<file path="src/rtl/alu_ex_stage.sv">
// Execute stage between decoder and ALU: operand register (S1), result register (S2),
// forwarding from both in-flight slots, and valid/ready flow control on both sides.
module alu_ex_stage #(
    parameter int W = 32
) (
    input  logic         clk,
    input  logic         rst_n,
    input  logic         in_valid,
    output logic         in_ready,
    input  logic [2:0]   in_op,
    input  logic [4:0]   in_rs_a,
    input  logic [4:0]   in_rs_b,
    input  logic [W-1:0] in_a,
    input  logic [W-1:0] in_b,
    input  logic [4:0]   in_rd,
    input  logic         in_we,
    output logic [W-1:0] alu_a,
    output logic [W-1:0] alu_b,
    output logic [2:0]   alu_op,
    input  logic [W-1:0] alu_res,
    input  logic         alu_zero,
    output logic         out_valid,
    input  logic         out_ready,
    output logic [W-1:0] out_res,
    output logic         out_zero,
    output logic [4:0]   out_rd,
    output logic         out_we
);

    localparam logic [2:0] OP_SRL = 3'b101;

    logic         s1_valid;
    logic [2:0]   s1_op;
    logic [W-1:0] s1_a;
    logic [W-1:0] s1_b;
    logic [4:0]   s1_rd;
    logic         s1_we;

    logic         s2_valid;
    logic [W-1:0] s2_res;
    logic         s2_zero;
    logic [4:0]   s2_rd;
    logic         s2_we;

    logic         s2_load;
    logic         accept;
    logic [W-1:0] fwd_a;
    logic [W-1:0] fwd_b;

    // Shift amount is confined to 0-31 so the ALU never sees an oversized shift.
    assign alu_a  = s1_a;
    assign alu_op = s1_op;
    assign alu_b  = (s1_op == OP_SRL) ? {{(W-5){1'b0}}, s1_b[4:0]} : s1_b;

    assign s2_load  = s1_valid && (!s2_valid || out_ready);
    assign in_ready = rst_n && (!s1_valid || s2_load);
    assign accept   = in_valid && in_ready;

    function automatic logic [W-1:0] forward(input logic [4:0] rs, input logic [W-1:0] rf_val);
        if (s1_valid && s1_we && (s1_rd != 5'd0) && (s1_rd == rs))
            forward = alu_res;
        else if (s2_valid && s2_we && (s2_rd != 5'd0) && (s2_rd == rs))
            forward = s2_res;
        else
            forward = rf_val;
    endfunction

    assign fwd_a = forward(in_rs_a, in_a);
    assign fwd_b = forward(in_rs_b, in_b);

    always_ff @(posedge clk) begin
        if (!rst_n) begin
            s1_valid <= 1'b0;
            s1_op    <= '0;
            s1_a     <= '0;
            s1_b     <= '0;
            s1_rd    <= '0;
            s1_we    <= 1'b0;
            s2_valid <= 1'b0;
            s2_res   <= '0;
            s2_zero  <= 1'b0;
            s2_rd    <= '0;
            s2_we    <= 1'b0;
        end else begin
            if (s2_load) begin
                s2_valid <= 1'b1;
                s2_res   <= alu_res;
                s2_zero  <= alu_zero;
                s2_rd    <= s1_rd;
                s2_we    <= s1_we;
            end else if (s2_valid && out_ready) begin
                s2_valid <= 1'b0;
            end

            // Operands are fixed at capture; a stalled S1 keeps what it forwarded.
            if (accept) begin
                s1_valid <= 1'b1;
                s1_op    <= in_op;
                s1_a     <= fwd_a;
                s1_b     <= fwd_b;
                s1_rd    <= in_rd;
                s1_we    <= in_we;
            end else if (s2_load) begin
                s1_valid <= 1'b0;
            end
        end
    end

    assign out_valid = s2_valid;
    assign out_res   = s2_res;
    assign out_zero  = s2_zero;
    assign out_rd    = s2_rd;
    assign out_we    = s2_we;

endmodule

</file>
<file path="config.mk">
export PLATFORM = sky130hd
export DESIGN_NAME = alu_ex_stage
export DESIGN_NICKNAME = d
export VERILOG_FILES = /design/src/rtl/alu_ex_stage.sv
export SDC_FILE = /design/constraint.sdc
export NUM_CORES = 1
export LEC_CHECK = 0
export CAP_MARGIN = 20
export CORE_MARGIN = 3
export CORE_UTILIZATION = 30
export CTS_CLUSTER_SIZE = 24
export DETAILED_ROUTE_END_ITERATION = 6
export HOLD_SLACK_MARGIN = 0.15
export PLACE_DENSITY_LB_ADDON = 0.25
export SYNTH_ARGS = -nofsm -noshare
export SYNTH_HDL_FRONTEND = slang
export SYNTH_SLANG_ARGS = --single-unit
</file>
<file path="constraint.sdc">
create_clock -name clk -period 2.6 [get_ports clk]
set_input_delay 0.52 -clock clk [delete_from_list [all_inputs] [get_ports clk]]
set_output_delay 0.52 -clock clk [all_outputs]
set_load 0.02 [all_outputs]
</file>
==> results.tsv, run 1 <==
stage	metric	value	unit
detailed_routing	via_per_inst	5.14	
detailed_routing	vias	6176	
setup_path	rr_startpoint	s1_rd[0]	
synthesis	async_flop_share	0	
finish	drive_above_1_share	0.137	
synthesis	synthesis.nets	846	
pwr	power	5.23	mW
detailed_routing	drt_iter0_markers	280	
floorplan	std_cell_rows	51	
min_path	min-delay-start	s1_b[25]	
setup_path	crit_fanout	27	
sta	min_period	2.48	ns
floorplan	dieArea	22300	um^2
synthesis	ys_types	30	
setup_path	crit_start	alu_op[1]	
clocking	htree_levels	4	
placed_design	port_buffers	227	
sta	grt_setup_unrepaired	false	
min_path	min_path_type	register to register	
clocking	cts_hold_buffers	0	
clocking	cts_tree	done	
clocking	cts.sinks	114	
setup_path	path_class	register to output port	
sta	final_max_slew_viol_count	0	
job	cap_viol_max_count	0	
global_routing	use_met1	0.257	
synthesis	synthesis.area	6170	um^2
global_routing	grt_use_total	0.206	
synthesis	syn_inst	726	
detailed_routing	wl	23200	um
status	run_status	complete, no violations	
sta	fin_skew	0.00892	ns
global_routing	antenna_found_initial	1	
clocking	clk_latency	0.41	ns
global_routing	grtUsageMet2	0.336	
setup_path	reg2reg_slack	0.48	ns
setup_path	worstSetupStartpointType	register	
global_routing	grt.busiest_layer	met2	
sta	worst_slew_pin_slew	0.540	ns
synthesis	synth_ff_type	dfxtp_1	
placed_design	dpl.hpwl	15200	um
detailed_routing	drc	0	
sta	achievable-frequency	403	MHz
floorplan	ios	228	
finish	fillers	1926	
global_routing	grt_max_degree	115	
synthesis	synth_edf_count	0	
detailed_routing	firstDrtPassIters	4	
finish	fin_nets	1044	
clocking	cts_buffer_depth	2	
detailed_routing	wl_per_cell	19.3	um
synthesis	ys_seq_area_frac	0.370	
synthesis	syn-mean-instance-area	8.49	um^2
sta	slew_headroom	0.640	
clocking	clk_root_buffer_cell	clkbuf_16	
floorplan	start_util	0.311	
global_routing	grt_pass1_wl	35500	um
global_routing	use_met3	0.0738	
clocking	numCtsBuffers	17	
setup_path	arrival	1.96	ns
clocking	postCtsSetupRepairBufs	0	
sta	period_share	0.955	
finish	layout_commonest_cell	clkdlybuf4s50_1	
setup_path	required	2.08	ns
sta	finalSetupTns	0	ns
finish	layout_common_cells	clkdlybuf4s50_1, dfxtp_1, nand2_1	
floorplan	fp.dieH	149	um
synthesis	synth-seq-cells	114	
pwr	p_leak	3.50	nW
detailed_routing	ant_nets	0	
floorplan	coreArea	19800	um^2
sta	hold_viol_final	0	
pwr	vdd_drop_max	410	uV
setup_path	endpoint_kind	output port	
finish	syn_to_final_growth	49.9	%
global_routing	grt_overflow	0	
placed_design	gp_congestion	0.802	
synthesis	yosys_warnings	0	
floorplan	die_x	149	um
sta	finalSetupViolCount	0	
clocking	clkTransAtPathRegs	0.05	ns
finish	diodes	0	
pwr	p_per_area	565	nW/um^2
global_routing	grt_pass1_vias	6240	
what timing repair did:
| action | CTS | global route |
|---|---|---|
| gates resized for setup | 0 | 1 |
| hold endpoints to repair | 0 | 0 |
| setup endpoints to repair | 0 | 26 |
final cells by class:
class | count | area [um^2] | share of cell area
tap | 265 | 332 | 0.0359
multi-input combinational | 539 | 3470 | 0.375
sequential | 114 | 2280 | 0.247
clock inverter | 5 | 75.1 | 0.00812
timing repair buffer | 252 | 2590 | 0.280
clock buffer | 26 | 499 | 0.0540
Yosys cell counts (all sizes together) (2+ instances only):
cell type  count  share of area
and3          64          0.065
o21ai        128           0.10
xor2           8          0.011
nand2        104          0.064
nor4           4          0.011
a21boi        40          0.049
nor2b          3         0.0030
buf           36          0.047
a211oi        64           0.13
or4            4         0.0067
o211a          2         0.0057
clkbuf        37          0.026
nand3         73          0.059
and2          28          0.028
xnor2         12          0.017
dfxtp        114           0.37
cells by family after synthesis:
logic type	synth area share
simple gates	0.240
flops	0.370
compound gates	0.289
buf+inv	0.0730
xor+xnor	0.0284
sequential cells by signal (all words and copies together) (netlist names):
| signal | cells |
|---|---|
| alu_op | 3 |
| s1_valid | 1 |
| out_res | 32 |
| out_valid | 1 |
| s1_we | 1 |
| alu_a | 32 |
| s1_rd | 5 |
| out_zero | 1 |
| out_rd | 5 |
| out_we | 1 |
| s1_b | 32 |
final timing paths:
kind | endpoint | depth (start not counted)
setup / recovery | alu_b[31] | 4
setup reg to reg | s1_b[27] | 5
hold reg to reg | s1_b[25] | 2
hold / removal | s1_b[25] | 2
metal layers:
layer | wire length (um) | part of all wire | vias to the layer above
li1 | - | - | 2991
met1 | 10200 | 0.44 | 2914
met2 | 10800 | 0.46 | 241
met3 | 1900 | 0.082 | 28
met4 | 347 | 0.015 | 2
met5 | 20 | 0.00086 | -
metrics by stage:
stage / setup slack, ns / area (um^2) / utilization / cells / hold slack (ns)
3_3_place_gp: 0.0817 / 8670 / 0.437 / 1170 / 0.440
6_report: 0.118 / 9250 / 0.466 / 1201 / 0.450
5_1_grt: 0.0208 / 9250 / 0.466 / 1201 / 0.469
3_5_place_dp: 0.0512 / 8670 / 0.437 / 1170 / 0.446
4_1_cts: 0.0121 / 9240 / 0.466 / 1201 / 0.453
2_1_floorplan: 0.436 / 6170 / - / 726 / 0.433
power breakdown:
group	switching, mW	total (mW)	internal, mW
Clock	0.815	2.32	1.50
Combinational	0.466	0.966	0.500
Sequential	0.0797	1.94	1.86
critical path, cell delays in order (launching register included):
cell and delay (ns):
dfxtp_1 0.35, nand3b_1 0.14, buf_6 0.26, and2_1 0.19, clkdlybuf4s50_1 0.61
No activity file was read; power rests on OpenSTA's default activity.
==> run 2, diff against run 1 <==
--- a/config.mk
+++ b/config.mk
@@ -8,6 +8,7 @@
 export CAP_MARGIN = 20
 export CORE_MARGIN = 3
 export CORE_UTILIZATION = 30
+export CTS_BUF_LIST = sky130_fd_sc_hd__clkbuf_8
 export CTS_CLUSTER_SIZE = 24
 export DETAILED_ROUTE_END_ITERATION = 6
 export HOLD_SLACK_MARGIN = 0.15
==> results.tsv, run 2 (synthesized netlist as in run 1, its figures left out) <==
stage	metric	value	unit
status	run_status	complete, no violations	
global_routing	grt_overflow	0	
floorplan	std_cell_rows	51	
placed_design	gp_congestion	0.802	
clocking	cts_tree	done	
sta	final_max_slew_viol_count	0	
floorplan	ios	228	
detailed_routing	ant_nets	0	
clocking	postCtsSetupRepairBufs	0	
finish	fin_nets	1044	
min_path	min_path_type	register to register	
setup_path	critical_path.slowest_cell	clkdlybuf4s50_1	
setup_path	cp_cell_sequence	nand3b_1 -> buf_8 -> and2_1 -> clkdlybuf4s50_1	
job	cap_viol_max_count	0	
placed_design	post-place-ws	0.0512	ns
clocking	clkTransAtPathRegs	0.07	ns
sta	whs	0.452	ns
sta	grt_setup_unrepaired	false	
floorplan	coreArea	19800	um^2
global_routing	grt_max_degree	115	
setup_path	worstSetupStartpointType	register	
finish	stdcell_count	1201	
setup_path	critPathTopFamily	buffers and inverters	
clocking	htree_levels	4	
detailed_routing	drt_iter0_markers	328	
detailed_routing	vias	6116	
placed_design	dpl.hpwl	15200	um
clocking	cts_buffer_depth	2	
setup_path	path_buf_inv	2	
sta	fin_skew	0.0142	ns
floorplan	die_x	149	um
sta	setup_slack	0.125	ns
setup_path	arrival	1.96	ns
sta	hold_viol_final	0	
global_routing	grt_pass1_vias	6187	
setup_path	crit_path_max_incr_delay	0.61	ns
floorplan	fp.dieH	149	um
setup_path	crit_fanout	27	
pwr	vdd_drop_max	274	uV
finish	diodes	0	
clocking	cts_hold_buffers	0	
finish	fillers	1941	
setup_path	required	2.08	ns
pwr	power	4.55	mW
sta	period_share	0.952	
sta	min_period	2.48	ns
finish	syn_to_final_growth	46.9	%
detailed_routing	drc	0	
finish	drive_above_1_share	0.137	
global_routing	antenna_found_initial	1	
sta	slew_headroom	0.663	
global_routing	grt_use_total	0.205	
finish	layout_common_cells	clkdlybuf4s50_1, dfxtp_1, nand2_1	
finish	layout_commonest_cell	clkdlybuf4s50_1	
detailed_routing	firstDrtPassIters	5	
pwr	p_leak	3.43	nW
sta	finalSetupTns	0	ns
global_routing	grt_pass1_wl	35400	um
detailed_routing	wl_per_cell	19.2	um
sta	finalSetupViolCount	0	
clocking	clk_latency	0.44	ns
placed_design	port_buffers	227	
finish	utilization	0.456	
detailed_routing	via_per_inst	5.09	
setup_path	endpoint_kind	output port	
clocking	clk_root_buffer_cell	clkbuf_8	
clocking	cts.sinks	114	
clocking	numCtsBuffers	17	
setup_path	path_class	register to output port	
placed_design	dpl.cell_count	1170	
placed_design	dpl_cell_area	8670	um^2
pwr	p_per_area	503	nW/um^2
detailed_routing	wl	23100	um
floorplan	dieArea	22300	um^2
sta	achievable-frequency	404	MHz
finish	stdcell_area	9060	um^2
sta	worst_slew_pin_slew	0.506	ns
floorplan	start_util	0.311	
==> run 2: changes by cell type in the layout (fill, tap and decap cells not counted), sizes merged <==
cell	before	now
clkbuf	26	21
inv	0	5
==> run 2: final timing paths <==
| path | to | cells after the start | startpoint | slack (ns) |
|---|---|---|---|---|
| worst max-delay path | alu_b[31] | 4 | alu_op[1] | 0.12 |
| worst min-delay path | s1_b[25] | 2 | s1_b[25] | 0.45 |
| worst min register to register | s1_b[25] | 2 | s1_b[25] | 0.45 |
| worst max register to register | s1_b[12] | 5 | s1_rd[0] | 0.46 |
==> run 2: layout make-up <==
class / count / area (um^2) / share of cell area
sequential: 114 / 2280 / 0.252
clock inverter: 10 / 93.8 / 0.0104
multi-input combinational: 539 / 3470 / 0.383
timing repair buffer: 252 / 2590 / 0.286
clock buffer: 21 / 289 / 0.0319
tap: 265 / 332 / 0.0366
==> run 2: worst register-to-register path, cell delays in order (launching register included) <==
cell	delay, ns
dfxtp_1	0.37
or4_1	0.55
o211ai_2	0.35
or4_4	0.51
o21ai_0	0.18
o21ai_1	0.13
==> run 2: where the power goes <==
part	switching [mW]	internal (mW)
logic	0.465	0.501
clock network	0.723	0.926
registers	0.0796	1.86
==> run 2: metal layers <==
layer,wire length [um],vias to the layer above,global-route usage
met5,20,-,0
met4,353,2,0.0554
met3,1870,27,0.0738
met2,10700,217,0.331
met1,10100,2883,0.261
li1,-,2987,-
==> run 2: repair_timing <==
action	in CTS	in global routing
setup endpoints to repair	8	7
resized for setup	1	1
cloned	0	0
==> run 3, diff against run 2 <==
--- a/config.mk
+++ b/config.mk
@@ -9,6 +9,7 @@
 export CORE_MARGIN = 3
 export CORE_UTILIZATION = 30
 export CTS_BUF_LIST = sky130_fd_sc_hd__clkbuf_8
+export CTS_CLUSTER_DIAMETER = 100
 export CTS_CLUSTER_SIZE = 24
 export DETAILED_ROUTE_END_ITERATION = 6
 export HOLD_SLACK_MARGIN = 0.15
==> results of run 3 <==
Same layout as run 2: the final DEF is identical, and so are final timing and power.
